<file path="config.mk">
export PLATFORM = sky130hd
export DESIGN_NAME = mem_arbiter
export DESIGN_NICKNAME = d
export VERILOG_FILES = /design/src/rtl/mem_arbiter.sv
export SDC_FILE = /design/constraint.sdc
export NUM_CORES = 1
export LEC_CHECK = 0
export CAP_MARGIN = 5
export CELL_PAD_IN_SITES_DETAIL_PLACEMENT = 1
export CELL_PAD_IN_SITES_GLOBAL_PLACEMENT = 2
export CORE_AREA = 2 2 109 111
export CTS_BUF_LIST = sky130_fd_sc_hd__clkbuf_8
export DETAILED_ROUTE_END_ITERATION = 16
export DIE_AREA = 0 0 111 113
export DONT_BUFFER_PORTS = 1
export PLACE_DENSITY_LB_ADDON = 0.1
export REMOVE_ABC_BUFFERS = 1
export SYNTH_ARGS = -nofsm -noshare
export SYNTH_HDL_FRONTEND = slang
export SYNTH_SLANG_ARGS = --single-unit
export TNS_END_PERCENT = 10
</file>
<file path="constraint.sdc">
create_clock -name clk -period 2.09 [get_ports clk]
set_input_delay 0.1045 -clock clk [delete_from_list [all_inputs] [get_ports clk]]
set_output_delay 0.1045 -clock clk [all_outputs]
set_load 0.05 [all_outputs]
</file>
<file path="src/rtl/mem_arbiter.sv">
// mem_arbiter: registered two-master arbiter in front of the single-port core memory.
//   Master 0 (execute stage) issues loads/stores of byte/half/word size.
//   Master 1 (fetch unit) issues word reads only.
//   Fixed priority goes to master 0. A starvation counter hands master 1 one grant
//   after STARVE_MAX consecutive denied cycles.
//   Read data (or an error response) returns exactly one cycle after the grant.
// Ports:
//   clk, rst                  core clock, asynchronous active-high reset
//   m0_req/we/un_sign/byte_mask/addr/wdata -> m0_gnt, m0_rvalid, m0_rdata, m0_err
//   m1_req/addr               -> m1_gnt, m1_rvalid, m1_rdata
//   s_en, s_we, s_addr, s_wdata -> memory;  s_rdata <- memory (one cycle after a read)
module mem_arbiter #(
    parameter int STARVE_MAX = 4
) (
    input  logic        clk,
    input  logic        rst,
    input  logic        m0_req,
    input  logic        m0_we,
    input  logic        m0_un_sign,
    input  logic [3:0]  m0_byte_mask,
    input  logic [31:0] m0_addr,
    input  logic [31:0] m0_wdata,
    output logic        m0_gnt,
    output logic        m0_rvalid,
    output logic [31:0] m0_rdata,
    output logic        m0_err,
    input  logic        m1_req,
    input  logic [31:0] m1_addr,
    output logic        m1_gnt,
    output logic        m1_rvalid,
    output logic [31:0] m1_rdata,
    output logic        s_en,
    output logic [3:0]  s_we,
    output logic [31:0] s_addr,
    output logic [31:0] s_wdata,
    input  logic [31:0] s_rdata
);

    logic [3:0]  starve_cnt;
    logic        resp_valid;
    logic        resp_owner;   // 0 = master 0, 1 = master 1
    logic        resp_err;
    logic [3:0]  resp_mask;
    logic        resp_un_sign;
    logic [1:0]  resp_off;

    logic        m1_pri;
    logic        m0_ok;
    logic        m1_ok;
    logic        rsp_load;
    logic [31:0] raw;
    logic [31:0] ext;
    logic [31:0] rdata;

    // Master 1 overrides the default priority only once it has been starved.
    assign m1_pri = m1_req && (starve_cnt == 4'(STARVE_MAX));
    assign m1_gnt = m1_req && (m1_pri || !m0_req);
    assign m0_gnt = m0_req && !m1_pri;

    // Size/offset legality; unlisted mask codes are illegal.
    always_comb begin
        m0_ok = 1'b0;
        case (m0_byte_mask)
            4'b0001: m0_ok = 1'b1;
            4'b0011: m0_ok = !m0_addr[0];
            4'b1111: m0_ok = (m0_addr[1:0] == 2'b00);
            default: m0_ok = 1'b0;
        endcase
    end
    assign m1_ok = (m1_addr[1:0] == 2'b00);

    // Memory side: only a legal granted access touches the memory.
    always_comb begin
        s_en    = 1'b0;
        s_we    = 4'b0000;
        s_addr  = 32'h0;
        s_wdata = 32'h0;
        if (m1_gnt && m1_ok) begin
            s_en   = 1'b1;
            s_addr = {m1_addr[31:2], 2'b00};
        end else if (m0_gnt && m0_ok) begin
            s_en   = 1'b1;
            s_addr = {m0_addr[31:2], 2'b00};
            if (m0_we) begin
                s_we    = m0_byte_mask << m0_addr[1:0];
                s_wdata = m0_wdata << {m0_addr[1:0], 3'b000};
            end
        end
    end

    // Every grant produces a response except a legal store.
    assign rsp_load = m1_gnt || (m0_gnt && (!m0_we || !m0_ok));

    always_ff @(posedge clk or posedge rst) begin
        if (rst) begin
            starve_cnt   <= 4'd0;
            resp_valid   <= 1'b0;
            resp_owner   <= 1'b0;
            resp_err     <= 1'b0;
            resp_mask    <= 4'd0;
            resp_un_sign <= 1'b0;
            resp_off     <= 2'd0;
        end else begin
            if (!m1_req || m1_gnt)
                starve_cnt <= 4'd0;
            else if (starve_cnt != 4'(STARVE_MAX))
                starve_cnt <= starve_cnt + 4'd1;

            resp_valid <= rsp_load;
            if (rsp_load) begin
                resp_owner   <= m1_gnt;
                resp_err     <= m1_gnt ? !m1_ok : !m0_ok;
                resp_mask    <= m1_gnt ? 4'b1111 : m0_byte_mask;
                resp_un_sign <= m1_gnt ? 1'b1 : m0_un_sign;
                resp_off     <= m1_gnt ? m1_addr[1:0] : m0_addr[1:0];
            end
        end
    end

    // Read return: shift the addressed lane down, then extend to 32 bits.
    assign raw = s_rdata >> {resp_off, 3'b000};

    always_comb begin
        ext = raw;
        case (resp_mask)
            4'b0001: ext = {{24{!resp_un_sign && raw[7]}}, raw[7:0]};
            4'b0011: ext = {{16{!resp_un_sign && raw[15]}}, raw[15:0]};
            default: ext = raw;
        endcase
    end

    assign rdata     = resp_err ? 32'h0 : ext;

    assign m0_rvalid = resp_valid && !resp_owner;
    assign m0_rdata  = m0_rvalid ? rdata : 32'h0;
    assign m0_err    = m0_rvalid && resp_err;
    assign m1_rvalid = resp_valid && resp_owner;
    assign m1_rdata  = m1_rvalid ? rdata : 32'h0;

endmodule

</file>
==> results of run 1 <==
==> layout by cell type (no fill, tap or decap), types with 3 or more instances in the layout <==
cell type	instances
inv_1	11
dfrtp_1	12
a22o_4	10
nor3_1	8
a221o_1	8
a211oi_2	9
a211o_1	8
nand2_1	14
nor3_2	8
mux2_4	3
and2_1	15
nor2b_1	17
a21oi_1	20
a211oi_1	16
buf_6	58
nor2_2	12
mux2_2	7
nand2b_1	3
dlygate4sd3_1	3
buf_12	48
a22o_1	20
nor2_1	91
clkbuf_8	4
buf_4	51
mux2i_1	26
==> power by group <==
group	switching [mW]	internal (mW)
sequential	0.0270	0.294
combinational	0.722	0.480
clock	0.0926	0.167
total	0.841	0.941
==> logic make-up (layout without fill, tap and decap cells) <==
logic type                 Yosys count  count (layout)
DFF                                 14              14
xor gates and xnor gates             2               2
and+or+nand+nor                    181             181
AOI/OAI and AO/OA                  109             109
adders and majority gates            2               2
other                                1               2
buffers and inverters               51             178
muxes                               39              39
==> routing by layer <==
layer | vias up | routed length [um] | GRT usage (%)
met3 | 16 | 1130 | 5.14
li1 | 1683 | - | -
met1 | 1754 | 5250 | 23.9
met5 | - | 0 | 0
met2 | 167 | 7790 | 40.9
met4 | 0 | 181 | 3.42
==> state kept, by name (all words and copies together) (netlist names) <==
signal and flops:
resp_off 2, resp_un_sign 1, resp_err 1, resp_mask 4, starve_cnt 4, resp_valid 1, resp_owner 1
==> worst paths after layout <==
check                      slack (ps)           from  depth (start not counted)             to
setup / recovery                 -230    resp_off[0]                          6   m0_rdata[17]
hold / removal                     10         m1_req                          1  starve_cnt[1]
setup reg to reg                  230  starve_cnt[0]                          8       resp_err
hold reg to reg                   500  starve_cnt[0]                          1  starve_cnt[0]
max in group asynchronous        1370            rst                          2    resp_off[1]
min in group asynchronous         350            rst                          2   resp_un_sign
==> what timing repair did <==
item,CTS,global route
gates resized for setup,71,17
endpoints found under the setup margin,115,115
hold endpoints to repair,16,0
pin swaps,9,1
hold buffers,3,0
gates cloned,0,0
==> layout make-up <==
cell class	count	area [um^2]	area share, %
inverters	13	51.3	1.01
repair buffers	161	2040	40.1
clock buffers	4	55.1	1.08
multi-input cells	335	2410	47.4
flip-flops and latches	14	353	6.93
well taps	143	179	3.51
==> per-stage QoR <==
stage | setup slack (ps) | hold WS, ps | instance area, um^2
2_1_floorplan | -1570 | -6.28 | 2590
3_3_place_gp | -3.12 | 56.3 | 4630
3_5_place_dp | -28.0 | 53.2 | 4630
4_1_cts | -214 | 7.62 | 4980
5_1_grt | -277 | 24.4 | 5090
6_report | -231 | 13.1 | 5090
==> impl_results.md, run 1 <==
- Status: complete, but fails checks
- Failing checks: negative setup slack
- Max cap viols: 0
- Post-placement cell count: 663
- YS warnings: 0
- Nets: 668
- Setup Crit Path Kind: register to output pin
- Worst skew pair latency: 250 ps
- Post-synth ARST share: 100%
- Ys flop type: dfrtp_1
- Vias: 3620
- Post-Synth Adder-Cell Area: 0.902%
- Initial core utilization: 24.6%
- Number of enable flip-flop cells after synthesis: 0
- Num rows: 39
- Largest family of logic cells by synthesized area: simple AND/OR/NAND/NOR gates
- Cells after Synth: 399
- Top-area cell type share of the netlist area: 12.6%
- CTS tree: done
- WP buf/inv: 2
- Setup Viol. Count Final: 99
- Yosys reg bits: 14
- Syn_area_per_cell: 6.95 um^2
- DR vias/cell: 5.40
- Final period utilization: 111%
- Clk buf depth: 2
- Cell area power density: 350 nW/um^2
- Die H: 113 um
- Ratio of cells with drive above 1 in the final layout: 43.1%
- Worst slew margin: 54.2%
- Setup_tns: -11140 ps
- Clock slew at reported path FFs: 60 ps
- Tightest Pin Transition: 685 ps
- Largest net degree at the start of global routing: 45
- Initial DRC count: 137
- WP data required: 1990 ps
- Worst EP arrival: 2220 ps
- CP Cell Sequence: mux2_4 -> mux4_2 -> a21oi_4 -> buf_4 -> nor2_1 -> buf_4
- Proportion of synthesized area in mux cells: 15.6%
- Most common cell on crit path: buf_4
- IO Count: 276
- Post-layout util: 45.2%
- Die area: 12500 um^2
- Vias in the first global route: 3768
- Post-route ant nets: 0
- Clk sinks: 14
- Synth Area in Compound Gates: 30.6%
- H-tree lvl count: 1
- Core Footprint: 11300 um^2
- Synth unique cells: 53
- Count leader, synth: nor2_1
- Synth Area in Simple Gates: 31.1%
- Critical path's largest stage delay: 550 ps
- HP Class: primary input to register
- Root Driver: clkbuf_8
- Startpoint types: register
- Final Max Tran Viols: 0
- Leakage: 2.19 nW
- Final hold vios: 0
- Worst IR Drop VDD: 0.215 mV
- Finished Layout Cells: 670
- Cts bufs inserted: 3
- Setup WS post-layout: -231 ps
- Fillers: 1349
- RSZ-0062 raised after global routing: yes
- GRT Overall Usage: 21.1%
- Worst Clk Skew: 4.22 ps
- Ant. Diodes: 0
- Die span in x: 111 um
- Global-route wire length before repair: 21400 um
- Avg WL per Cell: 21.4 um
- Post-synth top cells: 93 x nor2_1, 30 x a22o_1, 26 x mux2i_1, 25 x a211oi_1, 21 x clkbuf_1
- Post-Synth XOR/XNOR Area: 0.631%
- GRT Residual Overflow: 0
- Mapped Area: 2770 um^2
- Largest fanout on the critical path: 6
- Minimum clock period: 2320 ps
- Critical path's top delay family: multiplexers
- Slowest-stage cell, CP: mux4_2
- Leading area contributor after synthesis: dfrtp_1
- Port Buf Inserts: 0
- 1st-pass router iterations: 4
- Initial antenna violation count: 0
- Top cells by area, synth: dfrtp_1 13%, nor2_1 13%, a22o_1 9.5%
- Post-route DRC: 0
- Fmax achieved: 431 MHz
- Placer Congestion: 0.829
- Setup bufs post-CTS: 0
- P&R area growth vs syn: 83.7%
- CP Capture Type: output pin
- Pwr Total: 1.78 mW
- WL final: 14300 um
- DP Wirelength: 11700 um
- Register area share after synthesis: 12.6%
(Power assumes the default switching activity.)
==> run 2: changes to the inputs <==
RECOVER_POWER = 100   (was default)
==> impl_results.md, run 2 (same netlist as run 1, synthesis figures left out) <==
- Status: complete, but fails checks
- Failing checks: negative setup slack
- Tightest Pin Transition: 679 ps
- Initial antenna violation count: 0
- DR vias/cell: 5.40
- H-tree lvl count: 1
- Worst IR Drop VDD: 0.206 mV
- Clk sinks: 14
- Finished Layout Cells: 670
- Global-route wire length before repair: 21400 um
- Avg WL per Cell: 21.4 um
- Initial DRC count: 123
- Clk buf depth: 2
- Startpoint types: register
- Final period utilization: 111%
- R2r startpoint: starve_cnt[0]
- Fmax achieved: 431 MHz
- Port Buf Inserts: 0
- CP Capture Type: output pin
- Worst slew margin: 54.6%
- 1st-pass router iterations: 4
- Vias in the first global route: 3768
- Worst Clk Skew: 3.98 ps
- Worst Setup SP: resp_off[0]
- WL final: 14400 um
- Routing usage on met3: 5.14%
- Leakage: 2.17 nW
- DP Wirelength: 11700 um
- Core Footprint: 11300 um^2
- Die area: 12500 um^2
- Final hold vios: 0
- Top Usage Layer GRT: met2
- Post-route ant nets: 0
- Worst EP arrival: 2220 ps
- HP Start: m1_req
- Num rows: 39
- Post-placement cell count: 663
- Met1 usage: 23.9%
- WP data required: 1990 ps
- Most frequent cells in the layout: 91 x nor2_1, 58 x buf_6, 48 x buf_12, 31 x buf_4, 26 x mux2i_1
- Placer Congestion: 0.829
- Root Driver: clkbuf_8
- P&R area growth vs syn: 81.6%
- Commonest non-fill, non-tap cell in the layout: nor2_1
- Initial core utilization: 24.6%
- Largest regs: resp_mask: 4 flops, starve_cnt: 4 flops, resp_off: 2 flops
- Setup Viol. Count Final: 99
- Largest fanout on the critical path: 6
- Worst skew pair latency: 250 ps
- Ratio of cells with drive above 1 in the final layout: 41.9%
- Clock slew at reported path FFs: 60 ps
- Setup Crit Path Kind: register to output pin
- Final Max Tran Viols: 0
- Cell area power density: 350 nW/um^2
- Pwr Total: 1.76 mW
- GRT Overall Usage: 21.1%
- HP Class: primary input to register
- Setup WS post-layout: -230 ps
- Nets: 668
- Largest net degree at the start of global routing: 45
- IO Count: 276
- Fillers: 1351
- RSZ-0062 raised after global routing: yes
- Ant. Diodes: 0
- Minimum clock period: 2320 ps
- Vias: 3620
- Max cap viols: 0
- Cts bufs inserted: 3
- GRT Residual Overflow: 0
- Die H: 113 um
- Die span in x: 111 um
- Post-route DRC: 0
- CTS tree: done
- Routing usage on met2: 40.9%
[run 2: cell count changes in the layout (fill, tap and decap cells not counted)]
cell	delta
buf_2	+1
buf_4	-20
clkbuf_2	+15
clkbuf_1	+4
inv_4	-1
o21ai_1	-1
dfrtp_2	-1
inv_1	+1
o21ai_0	+1
dfrtp_1	+1
[run 2: final cells by class]
class	count	area [um^2]	share of cell area, %
well taps	143	179	3.55
flip-flops and latches	14	352	6.98
multi-input cells	335	2410	48.0
inverters	13	48.8	0.969
clock buffers	4	55.1	1.09
repair buffers	161	1990	39.5
[run 2: path summary, 6_finish.rpt]
| kind | to | slack [ps] | cells after the start |
|---|---|---|---|
| max | m0_rdata[17] | -230 | 6 |
| min | starve_cnt[1] | 10 | 1 |
| max reg2reg | resp_err | 230 | 8 |
| min reg2reg | starve_cnt[0] | 500 | 1 |
| max in group asynchronous | resp_off[0] | 1370 | 2 |
| min in group asynchronous | resp_un_sign | 350 | 2 |
[run 2: worst max-delay path, stage by stage, from the launching register on]
cell and delay [ps]:
dfrtp_2 470, mux2_4 330, mux4_2 550, a21oi_4 200
buf_4 180, nor2_1 50, buf_4 190
[run 2: per-layer routing]
metal  vias up  wire length, um
li1       1682                -
met1      1747             5260
met3        18             1150
met2       173             7770
met5         -                0
met4         0              192
[run 2: where the power goes]
group / leakage (nW) / internal (mW) / switching (mW)
Clock: 0.0288 / 0.167 / 0.0933
Combinational: 1.98 / 0.463 / 0.721
Sequential: 0.166 / 0.294 / 0.0273
Total: 2.17 / 0.923 / 0.841
[run 2: per-stage QoR]
step	instance area (um^2)	setup WS (ps)	hold slack [ps]	utilization (%)	TNS, ps
global route	5040	-277	24.4	44.7	-22230
detailed placement	4630	-28.0	53.2	41.1	-345
CTS	4980	-214	7.62	44.2	-13400
finish	5040	-230	12.8	44.7	-11190
floorplan	2590	-1570	-6.28	-	-106570
global placement	4630	-3.12	56.3	41.1	-4.48
[run 2: timing repair]
item,4_1_cts,5_1_grt
setup buffers,0,0
gates resized for setup,71,17
pin swaps,9,1
hold endpoints to repair,16,0
hold buffers,3,0
setup endpoints to repair,115,115
==> run 3: changes to the inputs <==
SKIP_CTS_REPAIR_TIMING = 1   (was default)
==> impl_results.md, run 3 (same netlist as run 1, synthesis figures left out) <==
- Post-route ant nets: 0
- Worst EP arrival: 2210 ps
- Tightest Pin Transition: 691 ps
- Startpoint types: register
- Worst Clk Skew: 4.23 ps
- Clk buf depth: 2
- Status: complete, but fails checks
- Final hold vios: 1
- Die area: 12500 um^2
- Largest regs: resp_mask: 4 flops, starve_cnt: 4 flops, resp_off: 2 flops
- WP data required: 1990 ps
- DR vias/cell: 5.36
- Ratio of cells with drive above 1 in the final layout: 38.9%
- Root Driver: clkbuf_8
- Ant. Diodes: 0
- Setup Crit Path Kind: register to output pin
- Largest net degree at the start of global routing: 45
- Die H: 113 um
- Failing checks: negative hold slack, negative setup slack
- Global-route wire length before repair: 21100 um
- Clk sinks: 14
- Setup Viol. Count Final: 100
- Sequential cell area: 352 um^2
- Worst skew pair latency: 250 ps
- Setup WS post-layout: -227 ps
- Multi-input gate area: 2290 um^2
- Max cap viols: 0
- Final Max Tran Viols: 0
- Post-route DRC: 0
- HP Class: primary input to register
- Minimum clock period: 2320 ps
- Pwr Total: 1.74 mW
- CTS tree: done
- R2r setup slk: 90 ps
- DP Area: 4630 um^2
- Placer Congestion: 0.829
- CP Capture Type: output pin
- RSZ-0062 raised after global routing: yes
- 1st-pass router iterations: 4
- Core Footprint: 11300 um^2
- Cts bufs inserted: 3
- Initial core utilization: 24.6%
- Cell area power density: 362 nW/um^2
- Die span in x: 111 um
- Port Buf Inserts: 0
- Largest fanout on the critical path: 14
- WL final: 14100 um
- Clock slew at reported path FFs: 50 ps
- Nets: 668
- Hold WS: -0.846 ps
- Vias: 3590
- HP Start: m0_byte_mask[0]
- DP Wirelength: 11700 um
- GRT Overall Usage: 20.8%
- Initial DRC count: 127
- R2r startpoint: starve_cnt[0]
- Design area: 4790 um^2
- P&R area growth vs syn: 72.8%
- Final period utilization: 111%
- Num rows: 39
- Most frequent cells in the layout: 91 x nor2_1, 67 x buf_4, 48 x buf_12, 30 x a22o_1
- GRT Residual Overflow: 0
- Vias in the first global route: 3677
- Leakage: 2.07 nW
- Fillers: 1383
- Worst IR Drop VDD: 0.205 mV
- Fmax achieved: 432 MHz
- Worst Setup SP: resp_off[0]
- H-tree lvl count: 1
- Commonest non-fill, non-tap cell in the layout: nor2_1
- Avg WL per Cell: 21.0 um
- Initial antenna violation count: 0
- Worst slew margin: 53.8%
- IO Count: 276
## run 3: cell count changes in the layout (fill, tap and decap cells not counted), sizes merged
| cell | previous run | this run |
|---|---|---|
| buf | 139 | 141 |
| dlygate4sd3 | 3 | 2 |
| inv | 13 | 12 |
| clkinvlp | 0 | 1 |
| clkbuf | 23 | 22 |
## run 3: final cells by class
type,count,area share [%]
flip-flops and latches,14,7.34
inverters,13,1.10
multi-input cells,335,47.9
well taps,143,3.73
repair buffers,161,38.8
clock buffers,4,1.15
## run 3: path summary, 6_finish.rpt
check	end	cells past startpoint
min reg2reg	starve_cnt[0]	1
max reg2reg	resp_mask[0]	8
min	resp_mask[0]	2
min in group asynchronous	resp_un_sign	2
max	m1_rdata[25]	6
max in group asynchronous	resp_off[0]	2
## run 3: critical path, cell delays in order (launching register included)
cell     delay, ps
dfrtp_2        440
mux2_2         370
mux4_2         540
a21oi_4        200
buf_12         170
nor2_1          50
buf_4          190
## run 3: per-layer routing
| layer | GRT usage [%] | vias to the layer above | wire [um] |
|---|---|---|---|
| met2 | 40.4 | 160 | 7690 |
| met5 | 0 | - | 0 |
| met1 | 23.6 | 1737 | 5080 |
| met4 | 2.92 | 0 | 126 |
| met3 | 4.93 | 12 | 1190 |
| li1 | - | 1681 | - |
## run 3: power breakdown
group	internal (mW)	switching (mW)
combinational	0.444	0.714
sequential	0.294	0.0260
clock	0.167	0.0927
## run 3: stage by stage
stage | setup TNS (ps) | std cells | setup slack (ps) | utilization, %
after CTS | -22560 | 667 | -309 | 41.6
after global routing | -26190 | 670 | -318 | 42.5
after detailed placement | -345 | 663 | -28.0 | 41.1
after global placement | -4.48 | 663 | -3.12 | 41.1
after floorplan | -106570 | 362 | -1570 | -
final | -13560 | 670 | -227 | 42.5
